## src/rtl/mem_stage_pkg.sv

```systemverilog
// rtl/mem_stage_pkg.sv - shared state encoding, ALU op codes and timeout default for the memory stage
package mem_stage_pkg;

    typedef enum logic [1:0] {
        ST_IDLE   = 2'd0,
        ST_ACCESS = 2'd1,
        ST_DONE   = 2'd2
    } state_e;

    typedef enum logic [3:0] {
        ALU_ADD  = 4'd0,
        ALU_SUB  = 4'd1,
        ALU_AND  = 4'd2,
        ALU_OR   = 4'd3,
        ALU_XOR  = 4'd4,
        ALU_NOR  = 4'd5,
        ALU_SLT  = 4'd6,
        ALU_SLTU = 4'd7,
        ALU_SLL  = 4'd8,
        ALU_SRL  = 4'd9,
        ALU_SRA  = 4'd10,
        ALU_LUI  = 4'd11
    } alu_op_e;

    localparam int ACK_TIMEOUT_DEFAULT = 255;

    // Word accesses only: the two low address bits must be zero.
    function automatic logic is_aligned(input logic [1:0] addr_lo);
        return addr_lo == 2'b00;
    endfunction

endpackage

```

## src/rtl/mem_stage.sv

```systemverilog
// rtl/mem_stage.sv - MEM pipeline stage: data-memory request/ack FSM with timeout and write-back bundle
module mem_stage
    import mem_stage_pkg::*;
#(
    parameter int ACK_TIMEOUT = ACK_TIMEOUT_DEFAULT
) (
    input  logic        clk,
    input  logic        rst,
    input  logic        in_valid,
    output logic        in_ready,
    input  logic [31:0] alu_result,
    input  logic [31:0] store_data,
    input  logic        mem_read,
    input  logic        mem_write,
    input  logic        reg_write,
    input  logic [4:0]  rd,
    output logic        dm_req,
    output logic        dm_we,
    output logic [31:0] dm_addr,
    output logic [31:0] dm_wdata,
    input  logic        dm_ack,
    input  logic [31:0] dm_rdata,
    output logic        wb_valid,
    output logic        wb_reg_write,
    output logic [4:0]  wb_rd,
    output logic [31:0] wb_data,
    output logic        exc_align,
    output logic        exc_bus
);

    // Counter holds 0..ACK_TIMEOUT-1 and stops at the last value, so it never wraps.
    localparam int               CNT_W    = (ACK_TIMEOUT < 2) ? 1 : $clog2(ACK_TIMEOUT + 1);
    localparam logic [CNT_W-1:0] CNT_LAST = CNT_W'(ACK_TIMEOUT - 1);

    state_e           state;
    logic [CNT_W-1:0] count;
    logic             is_load;
    logic             pend_reg_write;
    logic             timed_out;
    logic [31:0]      rdata_q;
    logic             is_mem;

    assign is_mem   = mem_read | mem_write;
    assign in_ready = (state == ST_IDLE);

    // Request/timeout FSM with all outputs registered; wb_valid and exceptions are single-cycle pulses.
    always_ff @(posedge clk) begin
        if (rst) begin
            state          <= ST_IDLE;
            count          <= '0;
            is_load        <= 1'b0;
            pend_reg_write <= 1'b0;
            timed_out      <= 1'b0;
            rdata_q        <= '0;
            dm_req         <= 1'b0;
            dm_we          <= 1'b0;
            dm_addr        <= '0;
            dm_wdata       <= '0;
            wb_valid       <= 1'b0;
            wb_reg_write   <= 1'b0;
            wb_rd          <= '0;
            wb_data        <= '0;
            exc_align      <= 1'b0;
            exc_bus        <= 1'b0;
        end else begin
            wb_valid  <= 1'b0;
            exc_align <= 1'b0;
            exc_bus   <= 1'b0;
            case (state)
                ST_IDLE: begin
                    if (in_valid) begin
                        wb_rd <= rd;
                        if (!is_mem) begin
                            wb_valid     <= 1'b1;
                            wb_reg_write <= reg_write;
                            wb_data      <= alu_result;
                        end else if (!is_aligned(alu_result[1:0])) begin
                            wb_valid     <= 1'b1;
                            exc_align    <= 1'b1;
                            wb_reg_write <= 1'b0;
                            wb_data      <= alu_result;
                        end else begin
                            state          <= ST_ACCESS;
                            dm_req         <= 1'b1;
                            dm_we          <= mem_write;
                            dm_addr        <= alu_result;
                            dm_wdata       <= store_data;
                            count          <= '0;
                            // Read+write together is a store.
                            is_load        <= mem_read & ~mem_write;
                            pend_reg_write <= reg_write;
                            timed_out      <= 1'b0;
                            rdata_q        <= '0;
                        end
                    end
                end
                ST_ACCESS: begin
                    if (dm_ack) begin
                        dm_req <= 1'b0;
                        dm_we  <= 1'b0;
                        if (is_load) begin
                            rdata_q <= dm_rdata;
                        end
                        state <= ST_DONE;
                    end else if (count == CNT_LAST) begin
                        dm_req    <= 1'b0;
                        dm_we     <= 1'b0;
                        timed_out <= 1'b1;
                        state     <= ST_DONE;
                    end else begin
                        count <= count + CNT_W'(1);
                    end
                end
                ST_DONE: begin
                    wb_valid     <= 1'b1;
                    exc_bus      <= timed_out;
                    wb_reg_write <= is_load & pend_reg_write & ~timed_out;
                    wb_data      <= is_load ? rdata_q : dm_addr;
                    state        <= ST_IDLE;
                end
                default: begin
                    state <= ST_IDLE;
                end
            endcase
        end
    end

endmodule

```

## config.mk

```make
export PLATFORM = sky130hd
export DESIGN_NAME = mem_stage
export DESIGN_NICKNAME = d
export VERILOG_FILES = /design/src/rtl/mem_stage_pkg.sv /design/src/rtl/mem_stage.sv
export SDC_FILE = /design/constraint.sdc
export NUM_CORES = 1
export LEC_CHECK = 0
export CORE_MARGIN = 10
export CORE_UTILIZATION = 45
export DETAILED_ROUTE_END_ITERATION = 7
export PLACE_DENSITY = 0.8
export SYNTH_ARGS = -nofsm -noshare
export SYNTH_HDL_FRONTEND = slang
export SYNTH_SLANG_ARGS = --single-unit
```

## constraint.sdc

```tcl
create_clock -name clk -period 2.2 [get_ports clk]
set_input_delay 0.44 -clock clk [delete_from_list [all_inputs] [get_ports clk]]
set_output_delay 0.44 -clock clk [all_outputs]
set_load 0.01 [all_outputs]
```

==> results of run 1 <==
-- area by class of cell --
cell class,count,area share
flip-flops and latches,152,0.324
multi-input cells,541,0.316
repair buffers,247,0.268
clock buffers,23,0.0541
well taps,180,0.0240
clock inverters,7,0.0123
inverters,4,0.00160
-- metrics by stage --
step	setup TNS, ps	cell area, um^2	util	power [mW]	cells
finish	0	9390	0.682	6.77	1154
floorplan	0	6280	-	3.28	759
CTS	0	9390	0.682	6.83	1154
global placement	0	8770	0.637	3.78	1124
detailed placement	-126	8770	0.637	3.79	1124
global route	0	9390	0.682	7.01	1154
-- per-layer routing --
metal / share of wire / wire [um]
met5: 0 / 0
met4: 0.016 / 319
met1: 0.42 / 8050
met2: 0.47 / 9140
met3: 0.097 / 1880
-- worst paths after layout --
check	end	cells after the start	slack (ps)
setup reg to reg	rdata_q[25]$_SDFFE_PP0P_	5	410
hold / removal	dm_wdata[3]$_SDFFE_PP0P_	2	450
hold reg to reg	dm_wdata[3]$_SDFFE_PP0P_	2	450
setup / recovery	in_ready	2	200
-- power by group --
group | internal [mW] | total [mW] | switching, mW
Clock | 1.95 | 3.04 | 1.09
Sequential | 2.84 | 2.90 | 0.0538
Combinational | 0.467 | 0.827 | 0.361
Total | 5.26 | 6.77 | 1.51
-- flip-flops by register name, indices dropped and copies added, names as in the netlist, 2 cells and up --
| register | count |
|---|---|
| count | 8 |
| wb_data | 32 |
| rdata_q | 32 |
| dm_addr | 32 |
| dm_wdata | 32 |
| state | 2 |
| wb_rd | 5 |
-- layout by cell type (no fill, tap or decap), types with 2 or more instances in the layout --
cell type / n
a31oi_1: 2
a21oi_1: 109
clkbuf_8: 6
nand2_1: 236
or2_2: 2
o21ai_0: 5
o211ai_1: 36
clkbuf_16: 17
clkdlybuf4s50_1: 214
buf_12: 10
ha_1: 2
clkinv_2: 2
or3_1: 2
nand2b_1: 2
nor2_1: 6
mux2i_1: 65
dfxtp_1: 151
buf_4: 23
nand4b_1: 2
and3_1: 4
nor3_1: 5
clkinvlp_4: 2
inv_1: 3
nand3_1: 39
bufinv_16: 3
-- cells by family after synthesis --
| group | after synthesis | synth area share |
|---|---|---|
| muxes | 66 | 0.105 |
| xor gates and xnor gates | 2 | 0.00279 |
| adders and majority gates | 2 | 0.00398 |
| AOI/OAI and AO/OA | 160 | 0.149 |
| buffers and inverters | 66 | 0.0460 |
| DFF | 152 | 0.484 |
| and+or+nand+nor | 311 | 0.209 |
-- worst max-delay path: cells and delay by family (launching register included) --
| family | cells | cell delay [ps] |
|---|---|---|
| flip-flops | 1 | 560 |
| buffers and inverters | 1 | 500 |
| AND/OR/NAND/NOR | 1 | 80 |
==> flow_summary.toml, run 1 <==
[outcome]
status = "finished, final reports clean"

[logic_synthesis]
synth_seq_area_share = 0.484
yosysMostFrequentCell = "nand2_1"
synth_largest_area_cell = "dfxtp_1"
synth_area_leaders = "dfxtp_1 48%, nand2_1 14%, mux2i_1 10%"
synth_area_um2 = 6280
syn_inst = 759
synth_common_cells = "236 x nand2_1, 152 x dfxtp_1, 109 x a21oi_1"
synth_nets = 869
yosys_register_bits = 152
synthFlopType = "dfxtp_1"
async_flop_share = 0
postSynthAreaPerCell_um2 = 8.28
yosysWarnings = 0
synth.distinct_cells = 43
synth.top_cell.area_share = 0.484
synth_edf_count = 0

[clocking]
tritoncts = "done"
clk_path_buf_depth = 2
cts_num_sinks = 152
cts_resized = 0
clk_pin_slew_ps = 60
cts_htree_levels = 4
root_buffer = "clkbuf_16"
cts_setup_buffers = 0
cts_hold_buf = 0
clk_latency_ps = 420
numCtsBuffers = 17

[critical_path]
path_cells = "nor2_1 -> clkdlybuf4s50_1"
crit_fanout = 10
worst-endpoint-required_ps = 1760
crit_arrival_ps = 1560
startpoint = "state[0]$_SDFFE_PP0P_"
startpoint_type = "register"
r2r_start = "state[1]$_SDFFE_PP0P_"
end_kind = "output pin"
crit_type = "register to output pin"
slowest_delay_ps = 560
slowest_stage = "dfxtp_1"

[global_route]
grt_start_max_net_pins = 117
grt_pass1_wl_um = 31100
antenna_found_initial = 0
grt_pass1_vias = 5810
top_usage_layer = "met2"
met1_usage = 0.227
globalRouteOverflowTotal = 0
grtUsageMet3 = 0.0921
grt_use_total = 0.196
gr-usage-met2 = 0.312

[finish]
drive_gt1_frac = 0.0780
multiInputGateArea_um2 = 2970
insertedDiodeCount = 0
fillers = 1154
nets = 1073
area_growth_pct = 49.4
seqCellArea_um2 = 3040

[die]
die-height_um = 138
coreArea_um2 = 13800
placementRows = 43
dieArea_um2 = 19100
fp.dieW_um = 138
initial_core_util = 0.456
pin_count = 216

[drt]
ant_nets = 0
first_pass_iters = 4
finalWirelength_um = 19400
drc = 0
vias = 5979
routedWlPerCell_um = 16.8
first_iter_violations = 309
vias_per_cell = 5.18

[placement]
portBuffers = 215
dp_hpwl_um = 13800
gp_congestion = 0.836
dp_slack_ps = -33.0

[sta]
finalClockSkew_ps = 7.52
whs_ps = 451
slew_headroom = 0.636
finalCritPeriodShare = 0.910
rsz0062_at_grt = "false"
fmax_mhz = 499
setup_viol = 0
worst_slew_pin_slew_ps = 546
setup_ws_ps = 198
finalHoldViolations = 0
slew_violations = 0
min_period_ps = 2000

[pwr]
leakage_nw = 3.30
power_density_nw_per_um2 = 721
peakVddDrop_mv = 0.467

[run]
cap_violations = 0

[hold_path]
hold_path_class = "register to register"
hp-start = "dm_wdata[3]$_SDFFE_PP0P_"
Power figures use the tool's default switching activity.
==> inputs of run 2 (changes only) <==
Settings changed: ABC_CLOCK_PERIOD_IN_PS from default to 2200, CAP_MARGIN from default to 25, PLACE_DENSITY 0.8 to default, PLACE_DENSITY_LB_ADDON from default to 0.08.
==> flow_summary.toml, run 2 (synthesis gave the netlist of run 1 again) <==
[outcome]
status = "finished, final reports clean"

[clocking]
cts_num_sinks = 152
cts_setup_buffers = 0
cts_hold_buf = 0
clk_pin_slew_ps = 60
numCtsBuffers = 17
clk_path_buf_depth = 2
tritoncts = "done"
root_buffer = "clkbuf_16"
cts_htree_levels = 4
clk_latency_ps = 420
cts_resized = 0

[finish]
area_growth_pct = 49.4
nets = 1071
fillers = 1161
insertedDiodeCount = 0
drive_gt1_frac = 0.0770
final_common_cell = "nand2_1"
final_cell_mix = "236 x nand2_1, 214 x clkdlybuf4s50_1, 151 x dfxtp_1"
instances_no_fill = 1154
stdcell_area_um2 = 9390

[drt]
vias = 6103
ant_nets = 0
routedWlPerCell_um = 17.8
vias_per_cell = 5.29
drc = 0
finalWirelength_um = 20500
first_pass_iters = 5
first_iter_violations = 330

[sta]
worst_slew_pin_slew_ps = 668
min_period_ps = 2100
fin_tns_setup_ps = 0
finalCritPeriodShare = 0.954
rsz0062_at_grt = "false"
setup_ws_ps = 101
finalClockSkew_ps = 3.50
slew_headroom = 0.553
slew_violations = 0
fmax_mhz = 477
setup_viol = 0
finalHoldViolations = 0

[pwr]
peakVddDrop_mv = 0.443
power_density_nw_per_um2 = 732
power_mw = 6.87
leakage_nw = 3.30

[critical_path]
crit_type = "register to output pin"
end_kind = "output pin"
crit_arrival_ps = 1660
crit_fanout = 7
worst-endpoint-required_ps = 1760
startpoint_type = "register"

[die]
pin_count = 216
coreArea_um2 = 13800
die-height_um = 138
initial_core_util = 0.456
placementRows = 43
dieArea_um2 = 19100
fp.dieW_um = 138

[placement]
portBuffers = 215
dp_slack_ps = -145
postPlaceCellArea_um2 = 8750
gp_congestion = 0.766
dp.cells = 1122
dp_hpwl_um = 14700

[global_route]
grt_pass1_wl_um = 33200
grt_start_max_net_pins = 91
antenna_found_initial = 0
globalRouteOverflowTotal = 0
grt_pass1_vias = 6259
grt_use_total = 0.209

[run]
cap_violations = 0

[hold_path]
hold_path_class = "primary input to register"
==> run 2: where the power goes <==
| group | total (mW) | internal, mW | switching, mW | leakage, nW |
|---|---|---|---|---|
| clock | 3.14 | 2.04 | 1.10 | 0.320 |
| combinational | 0.831 | 0.460 | 0.371 | 1.75 |
| sequential | 2.90 | 2.85 | 0.0576 | 1.24 |
==> run 2: final timing paths <==
path	endpoint	cells past startpoint	slack (ps)	start
worst max-delay path	in_ready	3	100	state[0]$_SDFFE_PP0P_
worst min-delay path	rdata_q[13]$_SDFFE_PP0P_	2	420	rst
worst max register to register	dm_addr[17]$_SDFFE_PP0P_	5	440	state[1]$_SDFFE_PP0P_
worst min register to register	dm_wdata[3]$_SDFFE_PP0P_	2	450	dm_wdata[3]$_SDFFE_PP0P_
==> run 2: critical path, stage by stage (launching register included) <==
cell and delay, ps:
dfxtp_1 330, buf_4 170, nor2_1 160, clkdlybuf4s50_1 570
==> run 2: cell type report <==
class / instances / area (um^2) / share of cell area
inverter: 4 / 15.0 / 0.00160
clock buffer: 24 / 502 / 0.0534
multi-input combinational: 541 / 2980 / 0.317
sequential: 152 / 3040 / 0.324
clock inverter: 8 / 140 / 0.0149
tap: 180 / 225 / 0.0240
timing repair buffer: 245 / 2490 / 0.265
==> run 2: routing by layer <==
metal,routed length (um),vias to the layer above,global-route usage
li1,-,2995,-
met1,8280,2871,0.228
met2,9810,210,0.351
met3,1970,27,0.0976
met4,450,0,0.0716
met5,0,-,0
==> run 2: through the flow <==
| stage | hold WS [ps] | utilization |
|---|---|---|
| 2_1_floorplan | 432 | - |
| 3_3_place_gp | 438 | 0.635 |
| 3_5_place_dp | 446 | 0.635 |
| 4_1_cts | 402 | 0.682 |
| 5_1_grt | 424 | 0.682 |
| 6_report | 420 | 0.682 |
